===== src/rtl/mux_scan_pkg.sv =====
// Shared types and helpers for the 4:1 mux scan controller
// and other blocks that drive the gate-level mux selects.
package mux_scan_pkg;

  typedef enum logic {
    IDLE,
    SCAN
  } state_t;

  localparam int NUM_CH = 4;
  localparam int CH_W   = 2;

  // The mux wires s1 to the channel LSB and s0 to the MSB.
  function automatic logic [1:0] ch_to_sel(
    input logic [CH_W-1:0] ch
  );
    return {ch[0], ch[1]};
  endfunction

endpackage


===== src/rtl/mux_scan_sync2.sv =====
// Two-flop synchronizer for the asynchronous mux output y.
// Used only when MUX_SCAN_SYNC_IN_EN is defined.
module mux_scan_sync2 (
  input  logic clk,
  input  logic rst,
  input  logic d,
  output logic q
);

  logic meta;

  always_ff @(posedge clk) begin
    if (rst) begin
      meta <= 1'b0;
      q    <= 1'b0;
    end else begin
      meta <= d;
      q    <= meta;
    end
  end

endmodule


===== src/rtl/mux_scan_ctrl.sv =====
// Time-division scan controller for the 4:1 mux stage.
// Define MUX_SCAN_SYNC_IN_EN to synchronize y_in before sampling.
module mux_scan_ctrl
  import mux_scan_pkg::*;
#(
  parameter int DWELL  = 4,
  parameter int SETTLE = 1
) (
  input  logic       clk,
  input  logic       rst,
  input  logic       en,
  output logic       s1,
  output logic       s0,
  input  logic       y_in,
  output logic [1:0] chan,
  output logic [3:0] frame,
  output logic       frame_valid,
  output logic       busy
);

  localparam int CW = (DWELL > 1) ? $clog2(DWELL) : 1;
  localparam logic [CW-1:0] LAST = CW'(DWELL - 1);

  logic y_s;

`ifdef MUX_SCAN_SYNC_IN_EN
  localparam int SAMP_I = SETTLE + 2;

  if (SETTLE < 0 || SETTLE > DWELL - 4) begin : g_bad_settle
    $error("mux_scan_ctrl: SETTLE must be 0..DWELL-4");
  end

  mux_scan_sync2 u_sync (
    .clk (clk),
    .rst (rst),
    .d   (y_in),
    .q   (y_s)
  );
`else
  localparam int SAMP_I = SETTLE;

  if (SETTLE < 0 || SETTLE > DWELL - 2) begin : g_bad_settle
    $error("mux_scan_ctrl: SETTLE must be 0..DWELL-2");
  end

  assign y_s = y_in;
`endif

  localparam logic [CW-1:0] SAMP = CW'(SAMP_I);
  localparam logic [CH_W-1:0] LAST_CH = CH_W'(NUM_CH - 1);

  state_t            state;
  logic [CW-1:0]     cnt;
  logic [CH_W-1:0]   chan_q;
  logic [NUM_CH-1:0] shadow;

  assign chan     = chan_q;
  assign {s1, s0} = ch_to_sel(chan_q);

  always_ff @(posedge clk) begin
    if (rst) begin
      state       <= IDLE;
      cnt         <= '0;
      chan_q      <= '0;
      shadow      <= '0;
      frame       <= '0;
      frame_valid <= 1'b0;
      busy        <= 1'b0;
    end else begin
      frame_valid <= 1'b0;
      case (state)
        IDLE: begin
          cnt    <= '0;
          chan_q <= '0;
          if (en) begin
            state <= SCAN;
            busy  <= 1'b1;
          end
        end
        SCAN: begin
          if (cnt == SAMP) shadow[chan_q] <= y_s;
          if (cnt == LAST) begin
            cnt    <= '0;
            chan_q <= chan_q + CH_W'(1);
            // Shadow is complete here since the sample point precedes LAST.
            if (chan_q == LAST_CH) begin
              frame       <= shadow;
              frame_valid <= 1'b1;
              if (!en) begin
                state <= IDLE;
                busy  <= 1'b0;
              end
            end
          end else begin
            cnt <= cnt + CW'(1);
          end
        end
      endcase
    end
  end

endmodule


===== config.mk =====
export PLATFORM = sky130hd
export DESIGN_NAME = mux_scan_ctrl
export DESIGN_NICKNAME = d
export VERILOG_FILES = /design/src/rtl/mux_scan_pkg.sv /design/src/rtl/mux_scan_sync2.sv /design/src/rtl/mux_scan_ctrl.sv
export SDC_FILE = /design/constraint.sdc
export NUM_CORES = 1
export LEC_CHECK = 0
export BUFFER_PORTS_ARGS = -buffer_cell sky130_fd_sc_hd__buf_2
export CAP_MARGIN = 30
export CORE_MARGIN = 10
export CORE_UTILIZATION = 49
export CTS_BUF_LIST = sky130_fd_sc_hd__clkbuf_8
export DETAILED_ROUTE_END_ITERATION = 8
export GPL_ROUTABILITY_DRIVEN = 0
export PLACE_DENSITY_LB_ADDON = 0.2
export SLEW_MARGIN = 20
export SYNTH_ARGS = -nofsm -noshare
export SYNTH_HDL_FRONTEND = slang
export SYNTH_SLANG_ARGS = --single-unit

===== constraint.sdc =====
create_clock -name clk -period 1.1 [get_ports clk]
set_input_delay 0 -clock clk [delete_from_list [all_inputs] [get_ports clk]]
set_output_delay 0 -clock clk [all_outputs]
set_load 0.02 [all_outputs]

* Word level (Yosys, flattened, before mapping)
Index checks and enable logic that the tools add are counted.
** Storage, ports and cells
- Bits in registers :: 15
- Input bits :: 4
- Output and inout bits :: 10
- Word-level logic and storage cells :: 42
** Cells by class
- Add/sub/neg operators :: 2
- Order comparisons :: 2
- Eq/ne operators :: 7
- Mux-type cells :: 17
- Bitwise operators :: 2
- Reductions and logical operators :: 5
** Operator list (count)
- $mux W1 :: 9
- $pmux W2 S2 :: 2
- $add A2 B1 Y2 const B :: 2
- $bwmux W4 :: 1
- $eq A2 B2 Y1 const B :: 2
- $mux W2 :: 2
- $ne A2 B1 Y1 const B :: 2
- $ne A2 B2 Y1 const B :: 2
- $pmux W1 S2 :: 2
- $reduce_and A4 Y1 :: 1
- $lt A2 B3 Y1 const B :: 1
- $reduce_and A3 Y1 :: 1
- $reduce_or A3 Y1 :: 1
- $demux W1 S2 :: 1
- $eq A2 B1 Y1 const B :: 1
- $ge A2 B1 Y1 const B :: 1
- $not A1 Y1 :: 2
- $reduce_and A2 Y1 :: 1
- $logic_and A1 B1 Y1 :: 1

* Longest topological paths before layout
Gate-level depths: netlist (run 1).
- Word-level depth :: 5
- Mapped depth :: 4
- Mapped depth without buffers :: 4

* Worst setup path after synthesis (run 1)
No wires, ideal clock.
- Kind :: register to register
- From :: reg chan_q[0] (netlist: chan[0])
- To :: reg chan_q[1] (netlist: chan[1])
- Setup time :: 118 ps
- Arrival :: 1083 ps
- Data required time :: 982 ps
- Slack :: -101 ps
- Stages on the path, launching flop included :: 5
- Path buffers :: 0
- Clock period less this slack :: 1201 ps
- Path through :: dfxtp_1 -> inv_1 -> ha_1 -> mux2i_1 -> nor2_1
** On the way
- Longest elaborated chain between the ends :: 3
** RTL lines
- from (decl) :: RTL line mux_scan_ctrl.sv:54 : logic [CH_W-1:0] chan_q;
- from (signal assigned) :: RTL line mux_scan_ctrl.sv:84 : chan_q <= chan_q + CH_W'(1);
- $add A2 B1 Y2 :: RTL line mux_scan_ctrl.sv:84
- $mux W2 :: RTL line mux_scan_ctrl.sv:82 : if (cnt == LAST) begin
- $pmux W2 S2 :: RTL line mux_scan_ctrl.sv:71 : case (state)
Every way passes these cells. The select of a mux whose other input is x is not followed.
A chain may end at the register's enable or synchronous reset.

* Final worst setup path (run 1)
- From :: reg chan_q[0] (netlist: chan[0])
- To :: reg busy
** On the way
- Longest elaborated chain between the ends :: 3
** RTL lines
- $eq A2 B2 Y1 :: RTL line mux_scan_ctrl.sv:86 : if (chan_q == LAST_CH) begin
- $ne A2 B1 Y1 (no source line)
- $reduce_and A4 Y1 (no source line)
- to (signal assigned) :: RTL line mux_scan_ctrl.sv:68 : busy <= 1'b0;
- to (signal assigned) :: RTL line mux_scan_ctrl.sv:77 : busy <= 1'b1;
- to (signal assigned) :: RTL line mux_scan_ctrl.sv:91 : busy <= 1'b0;
- to (decl) :: RTL line mux_scan_ctrl.sv:18 : output logic busy
Every way passes these cells.

==> metrics, run 1 <==
Seq/Total Area, Yosys=42.3%; register bit total from synthesis=15; busiest layer in global routing=met2; Fmax=979 MHz; Least-Margin Pin Slew=0.302 ns; drt first-iter violations=6; Synth top area share=42.3%; worst-case clock buffer depth=2; Die Y=58.1 um; critical path's top delay family=flip-flops; first-pass GRT wire length=2.13 mm; CTS tree=done; Max stage delay on crit path=0.36 ns; largest net degree at the start of global routing=13; die area=3370 um^2; Cell Pwr Density=1230 nW/um^2; Total Wirelength=1.18 mm; H-tree levels=1; dpl ws=0.0150 ns; RSZ-0062 raised after global routing=true; syn_area_per_cell=10.6 um^2; Post-Syn Area=709 um^2; DR WL/cell=12.3 um; YS warnings=0; Buf/Inv on CP=0; M2 GR Usage=11.5%; Syn Inst Count=67; # IOs=14; Setup Viol. Count Final=0; GRT Overall Usage=7.58%; synth unique cells=18; leakage=0.408 nW; Worst slew margin=79.8%; Synth Area in XOR/XNOR=1.23%; min Tclk post-route=1.02 ns; Crit Path Class=flop to flop; vias=473; commonest non-fill, non-tap cell in the layout=buf_2; CP startpoint kind=flop; Detailed Place HPWL=943 um; initial antenna violation count=0; Core Area=1330 um^2; synthesized-area fraction occupied by adder cells=14.1%; CP endpoint kind=flop; Final #Nets=94; grt met1 use=9.21%; arrival time worst endpoint=1.19 ns; clock latency at the later pin of the worst-skew pair=0.24 ns; max-slew violation count=0; share of cells above drive strength 1=33.3%; max cap viols=0; DR DRC count=0; Synth area leader=dfxtp_1; TritonCTS buffer count=3; post-route setup slack=0.0788 ns; number of port buffers=13; Synth Area in Compound Gates=4.23%; Sum Neg Setup Slack=0 ns; top post-synthesis cells by area=dfxtp_1 42%, ha_1 14%, mux2i_1 13%, nand2b_1 9.7%, nand3_1 2.8%; CTS sink cnt=15; Die X-Extent=58.1 um; Overflow after GRT=0; CP max-delay cell=dfxtp_4; Root Driver=clkbuf_8; commonest non-fill, non-tap cells in the layout=13 x buf_2, 11 x nand2b_1, 11 x dfxtp_1, 9 x mux2i_1, 6 x ha_1; initial core utilization=53.2%; Layout area overhead=18.5%; Inserted Diodes=0; Pwr Total=1.04 mW; via density per instance=4.93; 1st-pass router iterations=4; WP data required=1.27 ns; post-synthesis simple-gate area fraction=18.9%; largest family of logic cells by synthesized area=simple AND/OR/NAND/NOR gates; CTS Hold Bufs=0; vias in the first global route=500; ANT nets after route=0; final hold viol count=0; critical path cell sequence=ha_1 > and4b_1 > a211oi_2; Peak supply drop=0.000672 V; outcome=complete, no violations; period utilization=92.8%; Hold/Removal Path Class=input pin to flop; Critical Path Fanout Max=5; Rows=13; clock-pin slew on the worst setup and hold paths=0.06 ns; clk_skew=0.00184 ns; mux share of post-synthesis cell area=12.7%; grt met3 use=3.70%; Synthesized Nets=79; post-layout util=63.0%
==> repair_timing <==
item | 4_1_cts | 5_1_grt
setup buffers | 0 | 0
gates resized for setup | 0 | 7
setup endpoints to repair | 0 | 7
==> state kept, by name (all words and copies together) (netlist names) <==
name	cells
frame	4
shadow	4
chan	2
cnt	2
busy	1
frame_valid	1
state	1
==> synthesized netlist by cell type <==
| cell | n |
|---|---|
| mux2i_1 | 9 |
| dfxtp_1 | 15 |
| a211oi_2 | 1 |
| clkbuf_2 | 1 |
| buf_6 | 1 |
| o21ba_2 | 1 |
| xnor2_1 | 1 |
| nor3_1 | 2 |
| inv_1 | 4 |
| and4b_1 | 1 |
| nor2_1 | 3 |
| nand3_1 | 4 |
| ha_1 | 8 |
| a21boi_0 | 1 |
| buf_4 | 2 |
| nand2_1 | 1 |
| nand3_2 | 1 |
| nand2b_1 | 11 |
==> power breakdown <==
part	total (mW)	switching (mW)	internal, mW
combinational	0.0499	0.0253	0.0246
clock	0.427	0.177	0.250
sequential	0.560	0.0119	0.548
total	1.04	0.214	0.823
==> stage by stage <==
| stage | hold slack (ns) | area (um^2) | instances |
|---|---|---|---|
| after floorplan | 0.142 | 712 | 67 |
| after global placement | 0.266 | 772 | 92 |
| after detailed placement | 0.259 | 772 | 92 |
| after CTS | 0.00979 | 818 | 96 |
| after global routing | 0.0293 | 841 | 96 |
| final | 0.0150 | 841 | 96 |
==> cell families (layout without fill, tap and decap cells) <==
| group | Yosys count | count (layout) |
|---|---|---|
| AO/OA/AOI/OAI | 3 | 3 |
| XOR/XNOR | 1 | 1 |
| adder cells (fa/ha/maj) | 8 | 8 |
| buffers and inverters | 8 | 22 |
| flip-flops | 15 | 15 |
| multiplexers | 9 | 9 |
| AND/OR/NAND/NOR | 23 | 23 |
==> final timing paths <==
check,to,slack (ns),from,cells after the start
worst max-delay path,busy$_SDFFE_PP0P_,0.08,chan[0]$_SDFFE_PP0P_,3
worst min register to register,busy$_SDFFE_PP0P_,0.45,busy$_SDFFE_PP0P_,2
worst min-delay path,state$_SDFF_PP0_,0.02,en,2
worst max register to register,busy$_SDFFE_PP0P_,0.08,chan[0]$_SDFFE_PP0P_,3
==> metal layers <==
metal	vias up	share of wire, %	routed length [um]
met3	0	6.7	79
met4	0	0	0
met1	218	49	582
li1	245	-	-
met5	-	0	0
met2	10	44	519
==> worst reg2reg max path: stages (launching register included) <==
cell	delay (ns)
dfxtp_4	0.36
ha_1	0.23
and4b_1	0.19
a211oi_2	0.17
==> layout make-up <==
| type | count | area, um^2 |
|---|---|---|
| Clock buffer | 3 | 41.3 |
| Timing Repair Buffer | 14 | 72.6 |
| Inverter | 4 | 15.0 |
| Tap cell | 15 | 18.8 |
| Fill cell | 123 | 493 |
| Multi-Input combinational cell | 44 | 378 |
| Sequential cell | 15 | 310 |
| Clock inverter | 1 | 5.00 |
No activity file was read; power rests on OpenSTA's default activity.
==> run 2, diff against run 1 <==
- CELL_PAD_IN_SITES_DETAIL_PLACEMENT: not set -> 2
- CELL_PAD_IN_SITES_GLOBAL_PLACEMENT: not set -> 2
- CORE_UTILIZATION: 49 -> 31
==> run 2 against run 1 <==
Flip-flop and latch count unchanged; final area increased by 1.2%; non-clock buffer count unchanged; register-to-register slack about the same; global-route usage increased by 0.14 points; setup slack got worse by 0.0035 ns; critical endpoint is now frame[2]$_SDFFE_PP0P_; critical path type unchanged; maximum frequency decreased by 0.35%; utilization decreased by 24 points; combinational power increased by 4.2%; clock power increased by 4%; clock skew increased by 0.0016 ns.
==> metrics, run 2 (synthesis gave the netlist of run 1 again) <==
max cap viols=0; ANT nets after route=0; first-pass GRT wire length=2.75 mm; Pwr Total=1.06 mW; DR WL/cell=14.4 um; GRT Overall Usage=7.72%; min-delay src=en; Inserted Diodes=0; Die Y=67.8 um; Fmax=976 MHz; WP data required=1.23 ns; R2R depth=3; TritonCTS buffer count=3; CTS Hold Bufs=0; Crit Path Class=flop to flop; Peak supply drop=0.000465 V; CP max-delay cell=dfxtp_4; Least-Margin Pin Slew=0.199 ns; vias=506; R2R Path Start=chan[1]$_SDFFE_PP0P_; Hold/Removal Path Class=input pin to flop; clk_skew=0.00342 ns; CP startpoint kind=flop; period utilization=93.2%; crit path launch=chan[1]$_SDFFE_PP0P_; worst r2r dst=frame[2]$_SDFFE_PP0P_; postcts setup bufs=0; Layout area overhead=19.9%; CTS sink cnt=15; RSZ-0062 raised after global routing=false; number of port buffers=13; Cell Pwr Density=1240 nW/um^2; die area=4600 um^2; initial antenna violation count=0; Overflow after GRT=0; clock-pin slew on the worst setup and hold paths=0.06 ns; Detailed Place HPWL=1.21 mm; Die X-Extent=67.8 um; CTS tree=done; Total Wirelength=1.58 mm; worst-case clock buffer depth=2; dpl cells=105; Top Registers=frame: 4 flops, shadow: 4 flops; Critical Path Fanout Max=7; commonest non-fill, non-tap cell in the layout=buf_2; clock latency at the later pin of the worst-skew pair=0.24 ns; Worst slew margin=86.7%; min Tclk post-route=1.02 ns; # IOs=14; CP endpoint kind=flop; leakage=0.405 nW; final hold viol count=0; critical path cell sequence=ha_2 > nand3_2 > mux2i_1; DR DRC count=0; Max stage delay on crit path=0.38 ns; initial core utilization=32.4%; outcome=complete, no violations; share of cells above drive strength 1=37.0%; Final #Nets=94; crit path capture=frame[2]$_SDFFE_PP0P_; Rows=17; R2R setup slack=0.08 ns; arrival time worst endpoint=1.16 ns; Core Area=2190 um^2; largest net degree at the start of global routing=13; commonest non-fill, non-tap cells in the layout=13 x buf_2, 11 x nand2b_1, 10 x dfxtp_1, 9 x mux2i_1, 5 x ha_1; Setup Viol. Count Final=0; 1st-pass router iterations=2; number of fillers in the final layout=243; Layout Cells excl Fill=109; via density per instance=4.64; vias in the first global route=567; max-slew violation count=0; Root Driver=clkbuf_8; H-tree levels=1; drt first-iter violations=1
## run 2: stage by stage
| step | hold slack (ns) | util [%] | setup TNS (ns) | worst slack, ns | instance area [um^2] |
|---|---|---|---|---|---|
| CTS | 0.0270 | 38.2 | 0 | 0.0204 | 837 |
| detailed placement | 0.283 | 36.0 | -0.00699 | -0.00699 | 788 |
| floorplan | 0.142 | - | 0 | 0.0296 | 712 |
| finish | 0.0287 | 38.8 | 0 | 0.0753 | 851 |
| global route | 0.0279 | 38.8 | 0 | 0.0137 | 851 |
| global placement | 0.267 | 36.0 | 0 | 0.0336 | 788 |
## run 2: worst min path at each step
stage                                   to  slack (ns)  cells past startpoint
after floorplan           state$_SDFF_PP0_        0.14                      1
after global placement    state$_SDFF_PP0_        0.27                      2
after detailed placement  state$_SDFF_PP0_        0.28                      2
after CTS                 state$_SDFF_PP0_        0.03                      2
after global routing      state$_SDFF_PP0_        0.03                      2
final                     state$_SDFF_PP0_        0.03                      2
## run 2: critical path, delay by kind of cell, from the launching register on
kind | cells | cell delay, ns
DFF | 1 | 0.38
adders and majority gates | 1 | 0.21
and+or+nand+nor | 1 | 0.17
muxes | 1 | 0.16
## run 2: area by class of cell
type	instances	area, um^2	area share, %
Timing Repair Buffer	14	72.6	8.53
Sequential cell	15	312	36.6
Inverter	4	15.0	1.76
Clock buffer	3	41.3	4.85
Multi-Input combinational cell	44	370	43.5
Clock inverter	1	5.00	0.588
Tap cell	28	35.0	4.12
## run 2: what timing repair did
action,CTS,global route
endpoints found under the setup margin,1,12
endpoints found under the hold margin,0,0
gates resized for setup,1,8
## run 2: report_power, final
| part | switching, mW | internal (mW) |
|---|---|---|
| combinational | 0.0274 | 0.0246 |
| sequential | 0.0121 | 0.549 |
| clock | 0.194 | 0.250 |
## run 2: metal layers
metal  GRT usage (%)  vias to the layer above  routed length (um)
met2            12.3                        7                 749
met5               0                        -                   0
met3            2.12                        2                  70
li1                -                      248                   -
met1            9.64                      249                 744
met4            3.02                        0                  10
